[src/rtl/snes_port_pkg.sv]
// Shared constants and FSM encoding for the SNES controller port host.
package snes_port_pkg;

   localparam int unsigned HALF_DEF      = 6;
   localparam int unsigned LATCH_CYC_DEF = 12;
   localparam int unsigned BITS_DEF      = 16;
   localparam int unsigned CNT_W         = 9;

   // Shadow/JOY slot index for each physical data line.
   localparam int unsigned LINE_P1_D0 = 0;
   localparam int unsigned LINE_P2_D0 = 1;
   localparam int unsigned LINE_P1_D1 = 2;
   localparam int unsigned LINE_P2_D1 = 3;
   localparam int unsigned NUM_LINES  = 4;

   localparam logic [2:0] ST_IDLE_ENC   = 3'd0;
   localparam logic [2:0] ST_LATCH_ENC  = 3'd1;
   localparam logic [2:0] ST_CLK_LO_ENC = 3'd2;
   localparam logic [2:0] ST_CLK_HI_ENC = 3'd3;
   localparam logic [2:0] ST_FINISH_ENC = 3'd4;

   typedef enum logic [2:0] {
      S_IDLE   = ST_IDLE_ENC,
      S_LATCH  = ST_LATCH_ENC,
      S_CLK_LO = ST_CLK_LO_ENC,
      S_CLK_HI = ST_CLK_HI_ENC,
      S_FINISH = ST_FINISH_ENC
   } port_host_state_t;

   function automatic int unsigned max_u(input int unsigned a, input int unsigned b);
      return (a > b) ? a : b;
   endfunction

endpackage

[src/rtl/snes_port_if.sv]
// Physical controller-port bundle: latch/clock out, serial data and IOBit in.
interface snes_port_if;
   logic       PORT_LATCH;
   logic [1:0] PORT_CLK;
   logic [1:0] PORT1_DO;
   logic [1:0] PORT2_DO;
   logic       PORT_P6;

   modport master (output PORT_LATCH, output PORT_CLK,
                   input  PORT1_DO, input PORT2_DO, input PORT_P6);
   modport slave  (input  PORT_LATCH, input PORT_CLK,
                   output PORT1_DO, output PORT2_DO, output PORT_P6);
endinterface

[src/rtl/snes_p6_latch.sv]
// Port-2 IOBit falling-edge detector that snapshots the PPU H/V counters.
module snes_p6_latch
   import snes_port_pkg::*;
(
   input  logic             CLK,
   input  logic             RESET,
   input  logic             PORT_P6,
   input  logic             P6_EN,
   input  logic [CNT_W-1:0] HCNT,
   input  logic [CNT_W-1:0] VCNT,
   input  logic             OPLATCHED_CLR,
   output logic [CNT_W-1:0] OPHCT,
   output logic [CNT_W-1:0] OPVCT,
   output logic             OPLATCHED
);

   logic             sync1_q, sync2_q, prev_q;
   logic             fall;
   logic [CNT_W-1:0] ophct_q, ophct_d, opvct_q, opvct_d;
   logic             oplat_q, oplat_d;

   assign fall = prev_q & ~sync2_q;

   // A qualifying edge takes priority over a simultaneous clear.
   always_comb begin
      ophct_d = ophct_q;
      opvct_d = opvct_q;
      oplat_d = oplat_q;
      if (fall && P6_EN) begin
         ophct_d = HCNT;
         opvct_d = VCNT;
         oplat_d = 1'b1;
      end else if (OPLATCHED_CLR) begin
         oplat_d = 1'b0;
      end
   end

   always_ff @(posedge CLK) begin
      if (RESET) begin
         sync1_q <= 1'b1;
         sync2_q <= 1'b1;
         prev_q  <= 1'b1;
         ophct_q <= '0;
         opvct_q <= '0;
         oplat_q <= 1'b0;
      end else begin
         sync1_q <= PORT_P6;
         sync2_q <= sync1_q;
         prev_q  <= sync2_q;
         ophct_q <= ophct_d;
         opvct_q <= opvct_d;
         oplat_q <= oplat_d;
      end
   end

   assign OPHCT     = ophct_q;
   assign OPVCT     = opvct_q;
   assign OPLATCHED = oplat_q;

endmodule

[src/rtl/snes_port_host.sv]
// Console-side controller port master: latch, serial clocking, auto-read of
// four data lines into JOY1-4, plus the IOBit counter latch.
module snes_port_host
   import snes_port_pkg::*;
#(
   parameter int unsigned HALF      = HALF_DEF,
   parameter int unsigned LATCH_CYC = LATCH_CYC_DEF,
   parameter int unsigned BITS      = BITS_DEF
) (
   input  logic             CLK,
   input  logic             RESET,
   input  logic             START,
   output logic             BUSY,
   output logic             DONE,
   output logic [15:0]      JOY1,
   output logic [15:0]      JOY2,
   output logic [15:0]      JOY3,
   output logic [15:0]      JOY4,
   input  logic             P6_EN,
   input  logic [CNT_W-1:0] HCNT,
   input  logic [CNT_W-1:0] VCNT,
   output logic [CNT_W-1:0] OPHCT,
   output logic [CNT_W-1:0] OPVCT,
   output logic             OPLATCHED,
   input  logic             OPLATCHED_CLR,
   snes_port_if.master      port
);

   localparam int unsigned PH_MAX = max_u(HALF, LATCH_CYC);
   localparam int unsigned PH_W   = (PH_MAX > 1) ? $clog2(PH_MAX) : 1;
   localparam int unsigned BC_W   = $clog2(BITS) + 1;

   port_host_state_t                   state_q, state_d;
   logic [PH_W-1:0]                    phase_q, phase_d;
   logic [BC_W-1:0]                    bit_q, bit_d;
   logic [NUM_LINES-1:0][15:0]         sr_q, sr_d;
   logic [NUM_LINES-1:0][15:0]         joy_q, joy_d;
   logic [NUM_LINES-1:0]               lines;

   assign lines[LINE_P1_D0] = port.PORT1_DO[0];
   assign lines[LINE_P2_D0] = port.PORT2_DO[0];
   assign lines[LINE_P1_D1] = port.PORT1_DO[1];
   assign lines[LINE_P2_D1] = port.PORT2_DO[1];

   always_comb begin
      state_d = state_q;
      phase_d = phase_q;
      bit_d   = bit_q;
      sr_d    = sr_q;
      joy_d   = joy_q;
      case (state_q)
         S_IDLE: if (START) begin
            state_d = S_LATCH;
            phase_d = PH_W'(LATCH_CYC - 1);
            bit_d   = '0;
         end
         S_LATCH: if (phase_q == '0) begin
            state_d = S_CLK_LO;
            phase_d = PH_W'(HALF - 1);
         end else begin
            phase_d = phase_q - 1'b1;
         end
         S_CLK_LO: if (phase_q == '0) begin
            for (int unsigned i = 0; i < NUM_LINES; i++)
               sr_d[i] = {sr_q[i][14:0], ~lines[i]};
            state_d = S_CLK_HI;
            phase_d = PH_W'(HALF - 1);
         end else begin
            phase_d = phase_q - 1'b1;
         end
         // Copy into JOY on the way to FINISH so the new data and DONE coincide.
         S_CLK_HI: if (phase_q == '0) begin
            if (bit_q == BC_W'(BITS - 1)) begin
               state_d = S_FINISH;
               joy_d   = sr_q;
            end else begin
               state_d = S_CLK_LO;
               phase_d = PH_W'(HALF - 1);
               bit_d   = bit_q + 1'b1;
            end
         end else begin
            phase_d = phase_q - 1'b1;
         end
         S_FINISH: state_d = S_IDLE;
         default:  state_d = S_IDLE;
      endcase
   end

   always_ff @(posedge CLK) begin
      if (RESET) begin
         state_q <= S_IDLE;
         phase_q <= '0;
         bit_q   <= '0;
         sr_q    <= '0;
         joy_q   <= '0;
      end else begin
         state_q <= state_d;
         phase_q <= phase_d;
         bit_q   <= bit_d;
         sr_q    <= sr_d;
         joy_q   <= joy_d;
      end
   end

   assign port.PORT_LATCH = (state_q == S_LATCH);
   assign port.PORT_CLK   = (state_q == S_CLK_LO) ? 2'b00 : 2'b11;
   assign BUSY            = (state_q != S_IDLE);
   assign DONE            = (state_q == S_FINISH);
   assign JOY1            = joy_q[LINE_P1_D0];
   assign JOY2            = joy_q[LINE_P2_D0];
   assign JOY3            = joy_q[LINE_P1_D1];
   assign JOY4            = joy_q[LINE_P2_D1];

   snes_p6_latch u_p6 (
      .CLK           (CLK),
      .RESET         (RESET),
      .PORT_P6       (port.PORT_P6),
      .P6_EN         (P6_EN),
      .HCNT          (HCNT),
      .VCNT          (VCNT),
      .OPLATCHED_CLR (OPLATCHED_CLR),
      .OPHCT         (OPHCT),
      .OPVCT         (OPVCT),
      .OPLATCHED     (OPLATCHED)
   );

endmodule

[src/flat_wrapper.sv]
// flat-port wrapper written by rule: the top's interface ports become plain ports
module snes_port_host_flat import snes_port_pkg::*;
#(
   parameter int unsigned HALF      = HALF_DEF,
   parameter int unsigned LATCH_CYC = LATCH_CYC_DEF,
   parameter int unsigned BITS      = BITS_DEF
)
  (CLK, RESET, START, BUSY, DONE, JOY1, JOY2, JOY3, JOY4, P6_EN, HCNT, VCNT, OPHCT, OPVCT, OPLATCHED, OPLATCHED_CLR, port_PORT_LATCH, port_PORT_CLK, port_PORT1_DO, port_PORT2_DO, port_PORT_P6);
  snes_port_if port_i ();
  input  logic CLK;
  input  logic RESET;
  input  logic START;
  output logic BUSY;
  output logic DONE;
  output logic [15:0] JOY1;
  output logic [15:0] JOY2;
  output logic [15:0] JOY3;
  output logic [15:0] JOY4;
  input  logic P6_EN;
  input  logic [CNT_W-1:0] HCNT;
  input  logic [CNT_W-1:0] VCNT;
  output logic [CNT_W-1:0] OPHCT;
  output logic [CNT_W-1:0] OPVCT;
  output logic OPLATCHED;
  input  logic OPLATCHED_CLR;
  output wire logic [$bits(port_i.PORT_LATCH)-1:0] port_PORT_LATCH;
  output wire logic [$bits(port_i.PORT_CLK)-1:0] port_PORT_CLK;
  input wire logic [$bits(port_i.PORT1_DO)-1:0] port_PORT1_DO;
  input wire logic [$bits(port_i.PORT2_DO)-1:0] port_PORT2_DO;
  input wire logic [$bits(port_i.PORT_P6)-1:0] port_PORT_P6;
  assign port_PORT_LATCH = port_i.PORT_LATCH;
  assign port_PORT_CLK = port_i.PORT_CLK;
  assign port_i.PORT1_DO = port_PORT1_DO;
  assign port_i.PORT2_DO = port_PORT2_DO;
  assign port_i.PORT_P6 = port_PORT_P6;
  snes_port_host #(.HALF(HALF), .LATCH_CYC(LATCH_CYC), .BITS(BITS)) u_core (.CLK(CLK), .RESET(RESET), .START(START), .BUSY(BUSY), .DONE(DONE), .JOY1(JOY1), .JOY2(JOY2), .JOY3(JOY3), .JOY4(JOY4), .P6_EN(P6_EN), .HCNT(HCNT), .VCNT(VCNT), .OPHCT(OPHCT), .OPVCT(OPVCT), .OPLATCHED(OPLATCHED), .OPLATCHED_CLR(OPLATCHED_CLR), .port(port_i));
endmodule
[config.mk]
export PLATFORM = sky130hd
export DESIGN_NAME = snes_port_host_flat
export DESIGN_NICKNAME = d
export VERILOG_FILES = /design/src/rtl/snes_port_pkg.sv /design/src/rtl/snes_port_if.sv /design/src/rtl/snes_p6_latch.sv /design/src/rtl/snes_port_host.sv /design/src/flat_wrapper.sv
export SDC_FILE = /design/constraint.sdc
export NUM_CORES = 1
export LEC_CHECK = 0
export CORE_MARGIN = 10
export CORE_UTILIZATION = 55
export CTS_CLUSTER_SIZE = 24
export DETAILED_ROUTE_END_ITERATION = 8
export GPL_ROUTABILITY_DRIVEN = 0
export GPL_TIMING_DRIVEN = 0
export PLACE_DENSITY = 0.84
export SETUP_SLACK_MARGIN = 0.3
export SYNTH_ARGS = -nofsm -noshare
export SYNTH_HDL_FRONTEND = slang
export SYNTH_SLANG_ARGS = --single-unit
[constraint.sdc]
create_clock -name CLK -period 3.5 [get_ports CLK]
set_input_delay 0.35 -clock CLK [delete_from_list [all_inputs] [get_ports CLK]]
set_output_delay 0.35 -clock CLK [all_outputs]
set_load 0.01 [all_outputs]
Word-level counts from Yosys, hierarchy flattened
Cells that the tools add are included.
{ "word_totals": {"elab_cells": 67, "regBits": 162} }
{ "op_classes": {"n_eq_ne": 11, "bitwise_logic": 6, "addsub": 2, "reduce_logical": 13, "mux": 18} }
{ "ops": {"columns": ["operator", "n"], "rows": [
  ["2-to-1 mux 4 bit", 4],
  ["2-to-1 mux 3 bit", 5],
  ["2-to-1 mux 5 bit", 3],
  ["one-hot mux 3 bit (4 select lines)", 1],
  ["one-hot mux 4 bit (3 select lines)", 1],
  ["one-hot mux 5 bit (2 select lines)", 1],
  ["AND reduction 4 bit", 2],
  ["equality test 3 x 2 -> 1 bit, second input constant", 2],
  ["!= test 2 x 1 -> 1 bit, second input constant", 3],
  ["AND reduction 3 bit", 2],
  ["nonzero test 3 bit", 2],
  ["adder 5 x 1 -> 5 bit, second input constant", 1],
  ["equality test 5 x 4 -> 1 bit, second input constant", 1],
  ["NOT 1 bit", 5],
  ["zero test 4 bit", 1],
  ["!= test 2 bit, second input constant", 2],
  ["nonzero test 2 bit", 2],
  ["subtractor 4 x 1 -> 4 bit, second input constant", 1],
  ["equality test 3 x 1 -> 1 bit, second input constant", 1],
  ["equality test 3 bit, second input constant", 1],
  ["zero test 3 bit", 1],
  ["!= test 3 bit, second input constant", 1],
  ["2-to-1 mux 1 bit", 2],
  ["2-to-1 mux 2 bit", 1],
  ["other kinds (4)", 4]
]} }

Longest topological paths before layout
{ "depth": {"word_depth": 4, "ltp_mapped": 8, "depth_no_buf": 7} }

Modules after synthesis
Synthesis repeated with hierarchy kept, for this count alone.
{ "hier_totals": {"hier_cells": 724, "hier_area_um2": 5985.7} }
{ "modules_own_cells": {"columns": ["mod", "instances", "seq_area_each_um2", "area_per_inst_um2", "cells_each"], "rows": [
  ["snes_port_host", 1, 2802.7, 5049.8, 636],
  ["snes_p6_latch", 1, 440.4, 935.9, 88]
]} }

Worst setup path before layout
No wires, ideal clock.
{ "synth_path": {"path_type": "flip-flop to flip-flop", "from": "register u_core.bit_q[0]", "to": "register u_core.joy_q (netlist bit u_core.JOY1[10])", "arrival_ns": 1.737, "path_slack_ns": 1.692, "required_time_ns": 3.430, "stages_incl_launch_ff": 9, "setup_time_ns": 0.070, "period_less_slack_ns": 1.808, "cell_sequence": "dfxtp_1 -> ha_1 -> and3_1 -> ha_1 -> nand3_1 -> clkbuf_1 -> clkbuf_1 -> nand2_1 -> a21oi_1"} }
{ "synth_between": {"elab_chain_len": 2} }
{ "synth_rtl": {"columns": ["element", "line_no", "text"], "rows": [
  ["start, declared", "snes_port_host.sv:35", "logic [BC_W-1:0] bit_q, bit_d;"],
  ["start signal, assigned", "snes_port_host.sv:99", "bit_q <= bit_d;"],
  ["equality test 5 x 4 -> 1 bit", "snes_port_host.sv:73", "if (bit_q == BC_W'(BITS - 1)) begin"],
  ["AND reduction 3 bit (no line)", null, null],
  ["end signal, assigned", "snes_port_host.sv:101", "joy_q <= joy_d;"],
  ["end, declared", "snes_port_host.sv:37", "logic [NUM_LINES-1:0][15:0] joy_q, joy_d;"]
]} }
No other way between the ends.
A chain may end at the register's enable or synchronous reset.

Worst setup path after layout
{ "layout_path": {"from": "register u_core.bit_q[0]", "to": "register u_core.joy_q (netlist bit u_core.JOY3[15])"} }
Same word-level chain as after synthesis.

==> out/metrics.csv <==
stage;metric;value;unit
status;status;complete, no violations;
synthesis;syn_nets;757;
drt;1st-iter DRT viols;391;
drt;vias per cell;5.25;
worst_setup_path;CP cell instances;ha_1, and3_1, ha_1, nand3_1, clkbuf_1, clkbuf_1, nand2_1, a21oi_1;
synthesis;Yosys top cell area share;55.6;%
placement;Detail Placement HPWL;10.9;mm
drt;wl on met1;6.49;mm
worst_setup_path;Reg2Reg Setup Slack;1.03;ns
clock_network;Root Buffer;clkbuf_8;
sta;Setup-failing EPs final;0;
grt;GRT overflow;0;
placement;IO buf count;114;
power;Peak supply drop;347;uV
grt;largest net degree at the start of global routing;17;
sta;setup_tns;0;ns
finish;fill count;721;
worst_setup_path;maximum fanout along the worst path;10;
power;Reg power frac;48.5;%
drt;met3 WL post-DR;1.12;mm
power;pwr dens;502;nW/um2
power;internal power;3.00;mW
sta;Final Hold Fails;0;
clock_network;CTS-repair resized insts;0;
clock_network;Clock Tree Buf Depth;2;
drt;via count;5299;
synthesis;ys async rst share;0;%
worst_setup_path;CP max stage cell;clkbuf_1;
grt;gr usage total;20.4;%
floorplan;Die ar.;15100;um2
floorplan;Initial Util;56.5;%
grt;first-pass GRT wire length;25.0;mm
floorplan;Die Wd;123;um
sta;max_slew headroom;57.0;%
synthesis;Post-synth EDFFs;0;
sta;final slew viol count;0;
synthesis;mapped cell area;5840;um2
worst_setup_path;critical path class;reg2reg;
drt;routed len/inst;15.2;um
sta;Fin Hold WS;0.374;ns
synthesis;yosys warns;0;
floorplan;Row Count;37;
drt;first drt pass iteration count;5;
drt;routed length on met2;7.52;mm
job;Max-Cap Viols;0;
synthesis;Post-Syn Instances;727;
clock_network;Clk Latency, worst-skew pair;0.53;ns
worst_setup_path;critical path's largest stage delay;0.51;ns
synthesis;Synth area leaders;dfxtp_1 (56%), nand2_1 (19%), a21oi_1 (13%), clkbuf_1 (1.9%), buf_6 (1.4%);
sta;Layout Skew;0.00791;ns
power;Clk network pwr share;45.7;%
power;NetSw;878;uW
clock_network;CTS Buf Count;17;
finish;antenna cell count;0;
clock_network;post-CTS setup buffers;0;
clock_network;Sinks on Clock Net;162;
floorplan;Core Box Area;10300;um2
drt;WL final;15.3;mm
synthesis;Synth Flop Type;dfxtp_1;
grt;antenna violations before repair;0;
finish;final core utilization;74.9;%
grt;vias in the first global route;5264;
sta;fin crit period;2.47;ns
synthesis;post-synth cell types;38;
clock_network;H-tree levels;4;
worst_setup_path;kind of end point of the critical path;register;
finish;NumNets Final;890;
min_path;Hold Crit Class;in2reg;
drt;Routed Antenna Nets;0;
sta;highest clock rate;0.406;GHz
worst_setup_path;Critical Path RT;3.95;ns
synthesis;register bit total from synthesis;162;
sta;final period utilization;70.4;%
clock_network;Clk pin slew, worst setup/hold paths;0.06;ns
drt;DR DRC count;0;
drt;uppermost routed layer;met4;
clock_network;CTS tree;built;
worst_setup_path;WP data arrival;2.91;ns
finish;most common cell after layout, fill and taps aside;nand2_1;
sta;Slew @ Worst Pin;0.645;ns
synthesis;fraction of the yosys area taken by sequential cells;55.6;%
finish;Area growth syn-to-layout;32.4;%
power;switching share of power;22.6;%
clock_network;cts hold-fix bufs;0;
finish;layout cells sized above 1;7.56;%
power;combinational power share;5.8;%
sta;RSZ-0062 raised after global routing;false;
worst_setup_path;Startpoint Class;register;
power;Static Leak;2.58;nW
floorplan;Die H;123;um
finish;most frequent cells in the layout;nand2_1 (289), dfxtp_1 (162), a21oi_1 (147);
synthesis;Synth area leader;dfxtp_1;
floorplan;IO Count;116;
synthesis;Avg Cell Area, Syn;8.03;um2
-- power groups by stage --
stage | Sequential [mW] | Combinational [mW] | Clock [mW]
after floorplan | 1.92 | 0.130 | 0
after global placement | 1.92 | 0.216 | 0
after detailed placement | 1.92 | 0.222 | 0
after CTS | 1.88 | 0.225 | 1.79
after global routing | 1.88 | 0.247 | 1.87
final | 1.88 | 0.226 | 1.77
-- Yosys cell counts, drive strengths merged, types with 3 or more instances --
| cell type | number |
|---|---|
| nand2b | 3 |
| o21ai | 8 |
| or2 | 6 |
| and2 | 3 |
| nand3b | 3 |
| nor3 | 3 |
| dfxtp | 162 |
| buf | 24 |
| a21oi | 147 |
| nor2b | 4 |
| clkbuf | 30 |
| nand2 | 289 |
| nor2 | 13 |
| a211oi | 6 |
-- metal layers --
metal / track usage [%] / vias up
met5: 0 / -
met4: 7.57 / 0
met3: 4.92 / 26
met2: 35.1 / 165
met1: 24.2 / 2468
li1: - / 2640
-- registers in the layout (all words and copies together), names as in the netlist --
signal / count
u_core.u_p6.OPVCT: 9
u_core.u_p6.sync2_q: 1
u_core.bit_q: 5
u_core.u_p6.OPHCT: 9
u_core.JOY4: 16
u_core.u_p6.prev_q: 1
u_core.JOY2: 16
u_core.u_p6.OPLATCHED: 1
u_core.JOY3: 16
u_core.phase_q: 4
u_core.JOY1: 16
u_core.sr_q: 64
u_core.state_q: 3
u_core.u_p6.sync1_q: 1
-- kinds of logic after synthesis --
| group | share of synthesized area (%) |
|---|---|
| buffers and inverters | 5.02 |
| AOI/OAI and AO/OA | 15.0 |
| adders and majority gates | 0.429 |
| and+or+nand+nor | 23.8 |
| muxes | 0.171 |
| DFF | 55.6 |
-- worst paths after layout --
kind | from | end | cells past startpoint
max | u_core.bit_q[0]$_SDFFE_PP0P_ | u_core.JOY3[15]$_SDFFE_PP0P_ | 8
min | HCNT[7] | u_core.u_p6.OPHCT[7]$_SDFFE_PP0P_ | 3
max reg2reg | u_core.bit_q[0]$_SDFFE_PP0P_ | u_core.JOY3[15]$_SDFFE_PP0P_ | 8
min reg2reg | u_core.u_p6.sync1_q$_SDFF_PP1_ | u_core.u_p6.sync2_q$_SDFF_PP1_ | 1
-- through the flow --
stage | instances | power, mW | cell area [um2] | worst slack, ns
global placement | 977 | 2.13 | 7150 | 1.22
CTS | 1009 | 3.90 | 7730 | 1.07
finish | 1009 | 3.88 | 7730 | 1.03
global route | 1009 | 4.00 | 7730 | 0.918
detailed placement | 977 | 2.14 | 7150 | 1.14
floorplan | 727 | 2.05 | 5840 | 1.69
-- layout make-up --
class                           instances  area [um2]  area share [%]
Buffer                                 54         285            3.69
Clock buffer                           22         483            6.25
Clock inverter                         10        98.8            1.28
Inverter                                2        7.51          0.0971
Multi-Input combinational cell        509        2300            29.8
Sequential cell                       162        3240            42.0
Tap cell                              136         170            2.20
Timing Repair Buffer                  114        1140            14.8
-- critical path, delay by kind of cell, from the launching register on --
family	cells	cell delay [ns]
and+or+nand+nor	3	0.43
AOI/OAI and AO/OA	1	0.18
DFF	1	0.34
buffers and inverters	2	0.97
adders and majority gates	2	0.48
No activity file was read; power rests on OpenSTA's default activity.
